**config.mk**
```make
export PLATFORM = sky130hd
export DESIGN_NAME = clock_set_ctrl_flat
export DESIGN_NICKNAME = d
export VERILOG_FILES = /design/src/rtl/clock_set_ctrl_pkg.sv /design/src/rtl/clock_set_ctrl_if.sv /design/src/rtl/btn_debounce.sv /design/src/rtl/clock_set_ctrl.sv /design/src/flat_wrapper.sv
export SDC_FILE = /design/constraint.sdc
export NUM_CORES = 1
export LEC_CHECK = 0
export ABC_CLOCK_PERIOD_IN_PS = 2500
export CELL_PAD_IN_SITES_DETAIL_PLACEMENT = 1
export CELL_PAD_IN_SITES_GLOBAL_PLACEMENT = 1
export CORE_MARGIN = 1
export CORE_UTILIZATION = 25
export DETAILED_ROUTE_END_ITERATION = 8
export PLACE_DENSITY_LB_ADDON = 0.05
export SLEW_MARGIN = 25
export SYNTH_ARGS = -nofsm -noshare
export SYNTH_HDL_FRONTEND = slang
export SYNTH_HIERARCHICAL = 1
export SYNTH_SLANG_ARGS = --single-unit
export TNS_END_PERCENT = 50
```
**constraint.sdc**
```tcl
create_clock -name clk -period 2.5 [get_ports clk]
set_input_delay 0.375 -clock clk [delete_from_list [all_inputs] [get_ports clk]]
set_output_delay 0.375 -clock clk [all_outputs]
set_load 0.03 [all_outputs]
```
**src/rtl/clock_set_ctrl_pkg.sv**
```systemverilog
// clock_set_ctrl_pkg: shared state encoding, field limits and default timing for the clock setter
package clock_set_ctrl_pkg;
  typedef enum logic [1:0] {RUN, SET_HR, SET_MIN, COMMIT} state_e;
  typedef logic [4:0] hours_t;
  typedef logic [5:0] minutes_t;
  localparam hours_t   HOURS_MAX        = 5'd23;
  localparam minutes_t MINUTES_MAX      = 6'd59;
  localparam int       DEF_HALF_SEC     = 24999999;
  localparam int       DEF_DEBOUNCE_CYC = 1000000;
  localparam int       DEF_TIMEOUT_S    = 30;
  function automatic logic [5:0] wrap_inc(input logic [5:0] v, input logic [5:0] max);
    return (v == max) ? 6'd0 : v + 6'd1;
  endfunction
endpackage

```
**src/rtl/clock_set_ctrl_if.sv**
```systemverilog
// clock_set_ctrl_if: button, timekeeper and display signals of the clock setter
interface clock_set_ctrl_if;
  import clock_set_ctrl_pkg::*;
  logic     btn_mode;
  logic     btn_inc;
  hours_t   cur_hours;
  minutes_t cur_minutes;
  logic     hold;
  logic     load;
  hours_t   new_hours;
  minutes_t new_minutes;
  logic [3:0] digit_blank;
  modport master (output btn_mode, btn_inc, cur_hours, cur_minutes,
                  input  hold, load, new_hours, new_minutes, digit_blank);
  modport slave  (input  btn_mode, btn_inc, cur_hours, cur_minutes,
                  output hold, load, new_hours, new_minutes, digit_blank);
endinterface

```
**src/rtl/btn_debounce.sv**
```systemverilog
// btn_debounce: 2-flop synchronizer plus a level filter needing DEBOUNCE_CYC equal samples
module btn_debounce #(
  parameter int DEBOUNCE_CYC = 1000000
) (
  input  logic clk,
  input  logic rst_n,
  input  logic btn_i,
  output logic level_o
);
  localparam int CW = $clog2(DEBOUNCE_CYC + 1);
  localparam logic [CW-1:0] CMAX = CW'(DEBOUNCE_CYC - 1);
  logic [1:0]    sync_q;
  logic [CW-1:0] cnt_q;
  logic          level_q;
  // count consecutive samples that disagree with the accepted level; adopt on the last one
  always_ff @(posedge clk or negedge rst_n) begin
    if (!rst_n) begin
      sync_q  <= '0;
      cnt_q   <= '0;
      level_q <= 1'b0;
    end else begin
      sync_q  <= {sync_q[0], btn_i};
      cnt_q   <= (sync_q[1] == level_q || cnt_q == CMAX) ? '0 : cnt_q + 1'b1;
      level_q <= (sync_q[1] != level_q && cnt_q == CMAX) ? sync_q[1] : level_q;
    end
  end
  assign level_o = level_q;
endmodule

```
**src/rtl/clock_set_ctrl.sv**
```systemverilog
// clock_set_ctrl: two-button hours/minutes setter with blink, idle timeout (AUTOREPEAT_EN adds held-inc repeat)
module clock_set_ctrl
  import clock_set_ctrl_pkg::*;
#(
  parameter int HALF_SEC     = DEF_HALF_SEC,
  parameter int DEBOUNCE_CYC = DEF_DEBOUNCE_CYC,
  parameter int TIMEOUT_S    = DEF_TIMEOUT_S
) (
  input logic clk,
  input logic rst_n,
  clock_set_ctrl_if.slave bus
);
  localparam int HW = $clog2(HALF_SEC + 1);
  localparam int IW = $clog2(TIMEOUT_S + 1);
  localparam logic [HW-1:0] HMAX = HW'(HALF_SEC);
  localparam logic [IW-1:0] TMAX = IW'(TIMEOUT_S - 1);
  logic mode_lvl, inc_lvl, mode_prev_q, inc_prev_q;
  logic mode_ev, inc_raw, inc_ev, any_ev, rep_ev, edit, half_wrap, sec_tick, timeout;
  state_e state_q, state_d;
  logic [HW-1:0] half_q, half_d;
  logic [IW-1:0] idle_q, idle_d;
  logic phase_q, phase_d;
  hours_t hours_q, hours_d;
  minutes_t minutes_q, minutes_d;
  logic hold_q, hold_d, load_q, load_d;
  logic [3:0] blank_q, blank_d;

  btn_debounce #(.DEBOUNCE_CYC(DEBOUNCE_CYC)) u_mode_db (
    .clk(clk), .rst_n(rst_n), .btn_i(bus.btn_mode), .level_o(mode_lvl));
  btn_debounce #(.DEBOUNCE_CYC(DEBOUNCE_CYC)) u_inc_db (
    .clk(clk), .rst_n(rst_n), .btn_i(bus.btn_inc), .level_o(inc_lvl));

`ifdef AUTOREPEAT_EN
  localparam int RW = $clog2(4 * (HALF_SEC + 1));
  localparam logic [RW-1:0] REP_FIRST  = RW'(4 * (HALF_SEC + 1) - 1);
  localparam logic [RW-1:0] REP_RELOAD = RW'(3 * (HALF_SEC + 1));
  logic [RW-1:0] rep_q, rep_d;
  // first repeat after 2 s of held inc, then reload so each further one is half a second apart
  always_comb begin
    rep_ev = edit && inc_lvl && rep_q == REP_FIRST;
    rep_d  = (!edit || !inc_lvl) ? '0 : rep_ev ? REP_RELOAD : rep_q + 1'b1;
  end
  // repeat-interval counter
  always_ff @(posedge clk or negedge rst_n) begin
    if (!rst_n) rep_q <= '0;
    else        rep_q <= rep_d;
  end
`else
  assign rep_ev = 1'b0;
`endif

  // event decode, blink/idle timing and edit state next values
  always_comb begin
    mode_ev   = mode_lvl & ~mode_prev_q;
    inc_raw   = (inc_lvl & ~inc_prev_q) | rep_ev;
    inc_ev    = inc_raw & ~mode_ev;
    any_ev    = mode_ev | inc_raw;
    edit      = state_q == SET_HR || state_q == SET_MIN;
    half_wrap = half_q == HMAX;
    half_d    = (any_ev || half_wrap) ? '0 : half_q + 1'b1;
    phase_d   = any_ev ? 1'b0 : half_wrap ? ~phase_q : phase_q;
    sec_tick  = !any_ev && half_wrap && phase_q;
    timeout   = edit && sec_tick && idle_q == TMAX;
    idle_d    = (!edit || any_ev) ? '0 : sec_tick ? idle_q + 1'b1 : idle_q;
    case (state_q)
      RUN:     state_d = mode_ev ? SET_HR : RUN;
      SET_HR:  state_d = timeout ? RUN : mode_ev ? SET_MIN : SET_HR;
      SET_MIN: state_d = timeout ? RUN : mode_ev ? COMMIT : SET_MIN;
      default: state_d = RUN;
    endcase
    hours_d   = (state_q == RUN && mode_ev) ? bus.cur_hours :
                (state_q == SET_HR && inc_ev) ? 5'(wrap_inc({1'b0, hours_q}, {1'b0, HOURS_MAX})) : hours_q;
    minutes_d = (state_q == RUN && mode_ev) ? bus.cur_minutes :
                (state_q == SET_MIN && inc_ev) ? wrap_inc(minutes_q, MINUTES_MAX) : minutes_q;
    hold_d    = state_d != RUN;
    load_d    = state_d == COMMIT;
    blank_d   = (state_d == SET_HR) ? {phase_d, phase_d, 2'b00} :
                (state_d == SET_MIN) ? {2'b00, phase_d, phase_d} : 4'b0000;
  end

  // FSM, timers and registered outputs
  always_ff @(posedge clk or negedge rst_n) begin
    if (!rst_n) begin
      state_q     <= RUN;
      mode_prev_q <= 1'b0;
      inc_prev_q  <= 1'b0;
      half_q      <= '0;
      idle_q      <= '0;
      phase_q     <= 1'b0;
      hours_q     <= '0;
      minutes_q   <= '0;
      hold_q      <= 1'b0;
      load_q      <= 1'b0;
      blank_q     <= '0;
    end else begin
      state_q     <= state_d;
      mode_prev_q <= mode_lvl;
      inc_prev_q  <= inc_lvl;
      half_q      <= half_d;
      idle_q      <= idle_d;
      phase_q     <= phase_d;
      hours_q     <= hours_d;
      minutes_q   <= minutes_d;
      hold_q      <= hold_d;
      load_q      <= load_d;
      blank_q     <= blank_d;
    end
  end

  assign bus.hold        = hold_q;
  assign bus.load        = load_q;
  assign bus.new_hours   = hours_q;
  assign bus.new_minutes = minutes_q;
  assign bus.digit_blank = blank_q;
endmodule

```
**src/flat_wrapper.sv**
```systemverilog
// flat-port wrapper written by rule: the top's interface ports become plain ports
module clock_set_ctrl_flat import clock_set_ctrl_pkg::*;
#(
  parameter int HALF_SEC     = DEF_HALF_SEC,
  parameter int DEBOUNCE_CYC = DEF_DEBOUNCE_CYC,
  parameter int TIMEOUT_S    = DEF_TIMEOUT_S
)
  (clk, rst_n, bus_btn_mode, bus_btn_inc, bus_cur_hours, bus_cur_minutes, bus_hold, bus_load, bus_new_hours, bus_new_minutes, bus_digit_blank);
  clock_set_ctrl_if bus_i ();
  input logic clk;
  input logic rst_n;
  input wire logic [$bits(bus_i.btn_mode)-1:0] bus_btn_mode;
  input wire logic [$bits(bus_i.btn_inc)-1:0] bus_btn_inc;
  input wire logic [$bits(bus_i.cur_hours)-1:0] bus_cur_hours;
  input wire logic [$bits(bus_i.cur_minutes)-1:0] bus_cur_minutes;
  output wire logic [$bits(bus_i.hold)-1:0] bus_hold;
  output wire logic [$bits(bus_i.load)-1:0] bus_load;
  output wire logic [$bits(bus_i.new_hours)-1:0] bus_new_hours;
  output wire logic [$bits(bus_i.new_minutes)-1:0] bus_new_minutes;
  output wire logic [$bits(bus_i.digit_blank)-1:0] bus_digit_blank;
  assign bus_i.btn_mode = bus_btn_mode;
  assign bus_i.btn_inc = bus_btn_inc;
  assign bus_i.cur_hours = bus_cur_hours;
  assign bus_i.cur_minutes = bus_cur_minutes;
  assign bus_hold = bus_i.hold;
  assign bus_load = bus_i.load;
  assign bus_new_hours = bus_i.new_hours;
  assign bus_new_minutes = bus_i.new_minutes;
  assign bus_digit_blank = bus_i.digit_blank;
  clock_set_ctrl #(.HALF_SEC(HALF_SEC), .DEBOUNCE_CYC(DEBOUNCE_CYC), .TIMEOUT_S(TIMEOUT_S)) u_core (.clk(clk), .rst_n(rst_n), .bus(bus_i));
endmodule
```
==> parameters.txt <==
Parameter                              Value

Critical path
  Sequence of cells on the critical path ... or4_1 -> or4_4 -> nor2_1 -> mux2_1
  Cell family contributing the most delay on the critical path ... simple AND/OR/NAND/NOR gates
  Number of buffer and inverter stages on the critical path ... 0
  Number of gates on the worst path with buffers counted ... 4
  Critical Path RT ... 2.74 ns
  Number of cells traversed by the worst register-to-register path ... 4
  Category of the worst setup path capture point ... flip-flop
  Worst path max stage delay ... 0.53 ns
  Worst Path Arrival ... 2.45 ns
  Standard cell with the maximum stage delay on the critical path ... sky130_fd_sc_hd__or4_1
  Worst setup path class ... reg2reg
  Highest net fanout along the worst path ... 6
  Critical path launch point type ... flip-flop

Run status
  Run status ... complete, no violations

Synth
  Fraction of registers with async set/reset ... 100%
  Number of enable-type register cells in the synthesized netlist ... 0
  Number of instances in the synthesized netlist ... 487
  Number of library cell types mapped by synthesis ... 50
  Post-Syn Area ... 0.00487 mm2
  Most area-consuming cells after synthesis ... sky130_fd_sc_hd__dfrtp_1 (49%), sky130_fd_sc_hd__xnor2_1 (7.9%), sky130_fd_sc_hd__nor2_1 (6.6%), sky130_fd_sc_hd__xor2_1 (3.1%), sky130_fd_sc_hd__nand2_1 (3.0%)
  Area share of the leading cell type in the synthesized netlist ... between 40 and 50%
  Cell type contributing the most total cell area after synthesis ... sky130_fd_sc_hd__dfrtp_1
  Main flop type after synthesis ... sky130_fd_sc_hd__dfrtp_1
  Yosys synthesis warning count ... 6
  Post-Syn Nets ... 513
  Number of register bits inferred by synthesis ... 96
  Syn_area_per_cell ... roughly 10 um2
  Sequential element share of the synthesized area ... about half

STA
  Post-route clock period utilization ... between 80% and 90%
  RSZ-0062 raised after global routing ... no
  Slew Limit Fails ... 0
  Final min period ... 2.21 ns
  Number of hold-slack violations in the final timing report ... 0
  Worst-case setup margin in the final layout ... 0.290 ns
  Tightest Pin Transition ... ~0.64 ns
  Worst clock skew ... 0.00930 ns
  Peak Freq ... 0.453 GHz
  Hold slack ... 0.351 ns
  Slew headroom ... 56.9%
  Post-route setup TNS ... 0 ns
  Finish-stage setup viols ... 0

Clocking
  H-tree depth ... 3
  Post-CTS resize count ... 0
  Cts bufs inserted ... 9
  # hold bufs at CTS ... 1
  Maximum clock insertion buffer count ... 2
  Root Buffer ... sky130_fd_sc_hd__clkbuf_16
  TritonCTS sink count ... between 90 and 100
  Register clock-pin slew on the reported worst setup and hold paths ... 0.07 ns
  Later-pin clock latency in the skew report ... 0.35 ns
  TritonCTS clock tree ... done
  Post-CTS setup repair buffer count ... 0

Drt
  Total wire length ... 11100 um
  Detailed router's first-iteration violation count ... 162
  Antenna violation net count after detailed routing ... 0
  Vias per cell ... 4.52
  Routed wirelength normalized by instance count ... 14.0 um
  Number of remaining DRC errors ... 0
  Via count ... ~3600
  Number of iterations in the first detailed-routing pass ... 4

Global route
  Maximum number of pins on one net before global-route repair ... 49
  Leftover overflow at the end of global routing ... 0
  All-Layer GR Usage ... 12.4%
  Initial antenna violation count ... 0
  Wire length of the first global-routing pass ... 19600 um
  Number of global-route vias before repair ... 3753

Final layout
  Antenna diode count ... 0
  Number of nets at the end of the flow ... ~560
  Leading cell type in the layout, fill and taps excluded ... sky130_fd_sc_hd__dfrtp_1
  Fraction of final layout cells with drive strength greater than 1 ... about 9.0%
  Layout fillers ... 2174
  Post-synthesis to final-layout area growth ... 19.0%
  Top library cells by usage in the layout, fill and taps aside ... sky130_fd_sc_hd__dfrtp_1 (96), sky130_fd_sc_hd__nor2_1 (85), sky130_fd_sc_hd__xnor2_1 (44), sky130_fd_sc_hd__nand2_1 (39), sky130_fd_sc_hd__clkdlybuf4s50_1 (30)
  Number of standard cells in the layout, taps in and fillers out ... 795

Floorplanning
  Die ar. ... roughly 0.02 mm2
  Count of boundary I/O pins ... 32
  Vertical extent of the die ... 142 um
  Core Area ... 0.0189 mm2
  Horizontal die dimension ... 142 um
  Number of rows in the core area ... 50
  Starting density of the core ... 25.8%

Place
  Final HPWL DP ... 7710 um
  Quantity of I/O buffers inserted on ports ... 31
  Post-placement setup slack ... 0.308 ns
  Routability congestion estimate ... 0.709
  DP Cell Count ... 779

Worst hold path
  Number of instances on the worst hold path ... 0
  Min-Delay Path Class ... reg2reg

Pwr
  Ratio of total power to cell area ... 523 mW/mm2
  Leakage Power ... 0.00228 uW
  Max VDD drop ... 0.269 mV
  Total power ... 3030 uW

Run
  Number of violations of the max-capacitance limit ... 0
==> synthesized netlist by cell type (all sizes together), types with 2 or more instances <==
| cell | n |
|---|---|
| a31o | 2 |
| nor4 | 13 |
| nand4b | 5 |
| xnor2 | 44 |
| and4 | 5 |
| nor3 | 27 |
| or2 | 3 |
| nand2b | 2 |
| ha | 11 |
| a21oi | 6 |
| and2 | 2 |
| nor2 | 85 |
| and3 | 7 |
| nand4 | 20 |
| inv | 17 |
| xor2 | 17 |
| nand2 | 39 |
| o211ai | 4 |
| a31oi | 3 |
| mux2 | 3 |
| dfrtp | 96 |
| buf | 10 |
| o21ai | 15 |
| nand3 | 25 |
| or4 | 4 |
| nor2b | 3 |
| or4b | 2 |
| mux2i | 6 |
| or3 | 2 |
==> power breakdown <==
group	switching, uW	internal (uW)	total (uW)
sequential	13.3	1570	1580
combinational	63.6	44.0	108
clock	638	708	1350
==> path summary, 6_finish.rpt <==
| check | to | start | slack [ns] |
|---|---|---|---|
| max | u_core/u_mode_db/level_o$_DFFE_PN0P_ | u_core/u_mode_db/cnt_q[12]$_DFF_PN0_ | 0.29 |
| min | u_core/u_inc_db/sync_q[1]$_DFF_PN0_ | u_core/u_inc_db/sync_q[0]$_DFF_PN0_ | 0.35 |
| max reg2reg | u_core/u_mode_db/level_o$_DFFE_PN0P_ | u_core/u_mode_db/cnt_q[12]$_DFF_PN0_ | 0.29 |
| min reg2reg | u_core/u_inc_db/sync_q[1]$_DFF_PN0_ | u_core/u_inc_db/sync_q[0]$_DFF_PN0_ | 0.35 |
| max in group asynchronous | u_core/half_q[21]$_DFF_PN0_ | rst_n | 1.34 |
| min in group asynchronous | u_core/bus.hold$_DFF_PN0_ | rst_n | 0.49 |
==> metrics by stage <==
| step | util [%] | area [um2] |
|---|---|---|
| floorplan | - | 4870 |
| global placement | 29.1 | 5510 |
| detailed placement | 29.1 | 5510 |
| CTS | 30.7 | 5800 |
| global route | 30.7 | 5800 |
| finish | 30.7 | 5800 |
==> area by class of cell <==
type | instances | area [um2] | area share (%)
tap | 260 | 325 | 5.61
sequential | 96 | 2400 | 41.4
clock buffer | 10 | 239 | 4.12
inverter | 17 | 63.8 | 1.10
multi-input combinational | 363 | 2300 | 39.8
clock inverter | 5 | 41.3 | 0.712
timing repair buffer | 44 | 420 | 7.25
==> sequential cells by signal (all words and copies together) (netlist names), 2 cells and up <==
register and flops:
u_core/state_q 2, u_core/idle_q 5, u_core/u_mode_db/cnt_q 20, u_core/bus.new_minutes 6
u_core/half_q 25, u_core/bus.digit_blank 2, u_core/u_inc_db/sync_q 2, u_core/u_mode_db/sync_q 2
u_core/bus.new_hours 5, u_core/u_inc_db/cnt_q 20
==> per-layer routing <==
layer / global-route usage (%) / share of wire [%] / vias up
met1: 16.8 / 51 / 1782
met5: 0 / 0 / -
met4: 4.75 / 1.4 / 0
met3: 3.04 / 2.7 / 9
li1: - / - / 1771
met2: 19.1 / 45 / 30
==> logic make-up after synthesis <==
logic type | share of synthesized area (%)
AO/OA/AOI/OAI | 4.55
XOR/XNOR | 11.0
adder cells (fa/ha/maj) | 2.83
buffers and inverters | 3.34
flip-flops | 49.3
multiplexers | 1.93
AND/OR/NAND/NOR | 27.1
(Power assumes the default switching activity.)
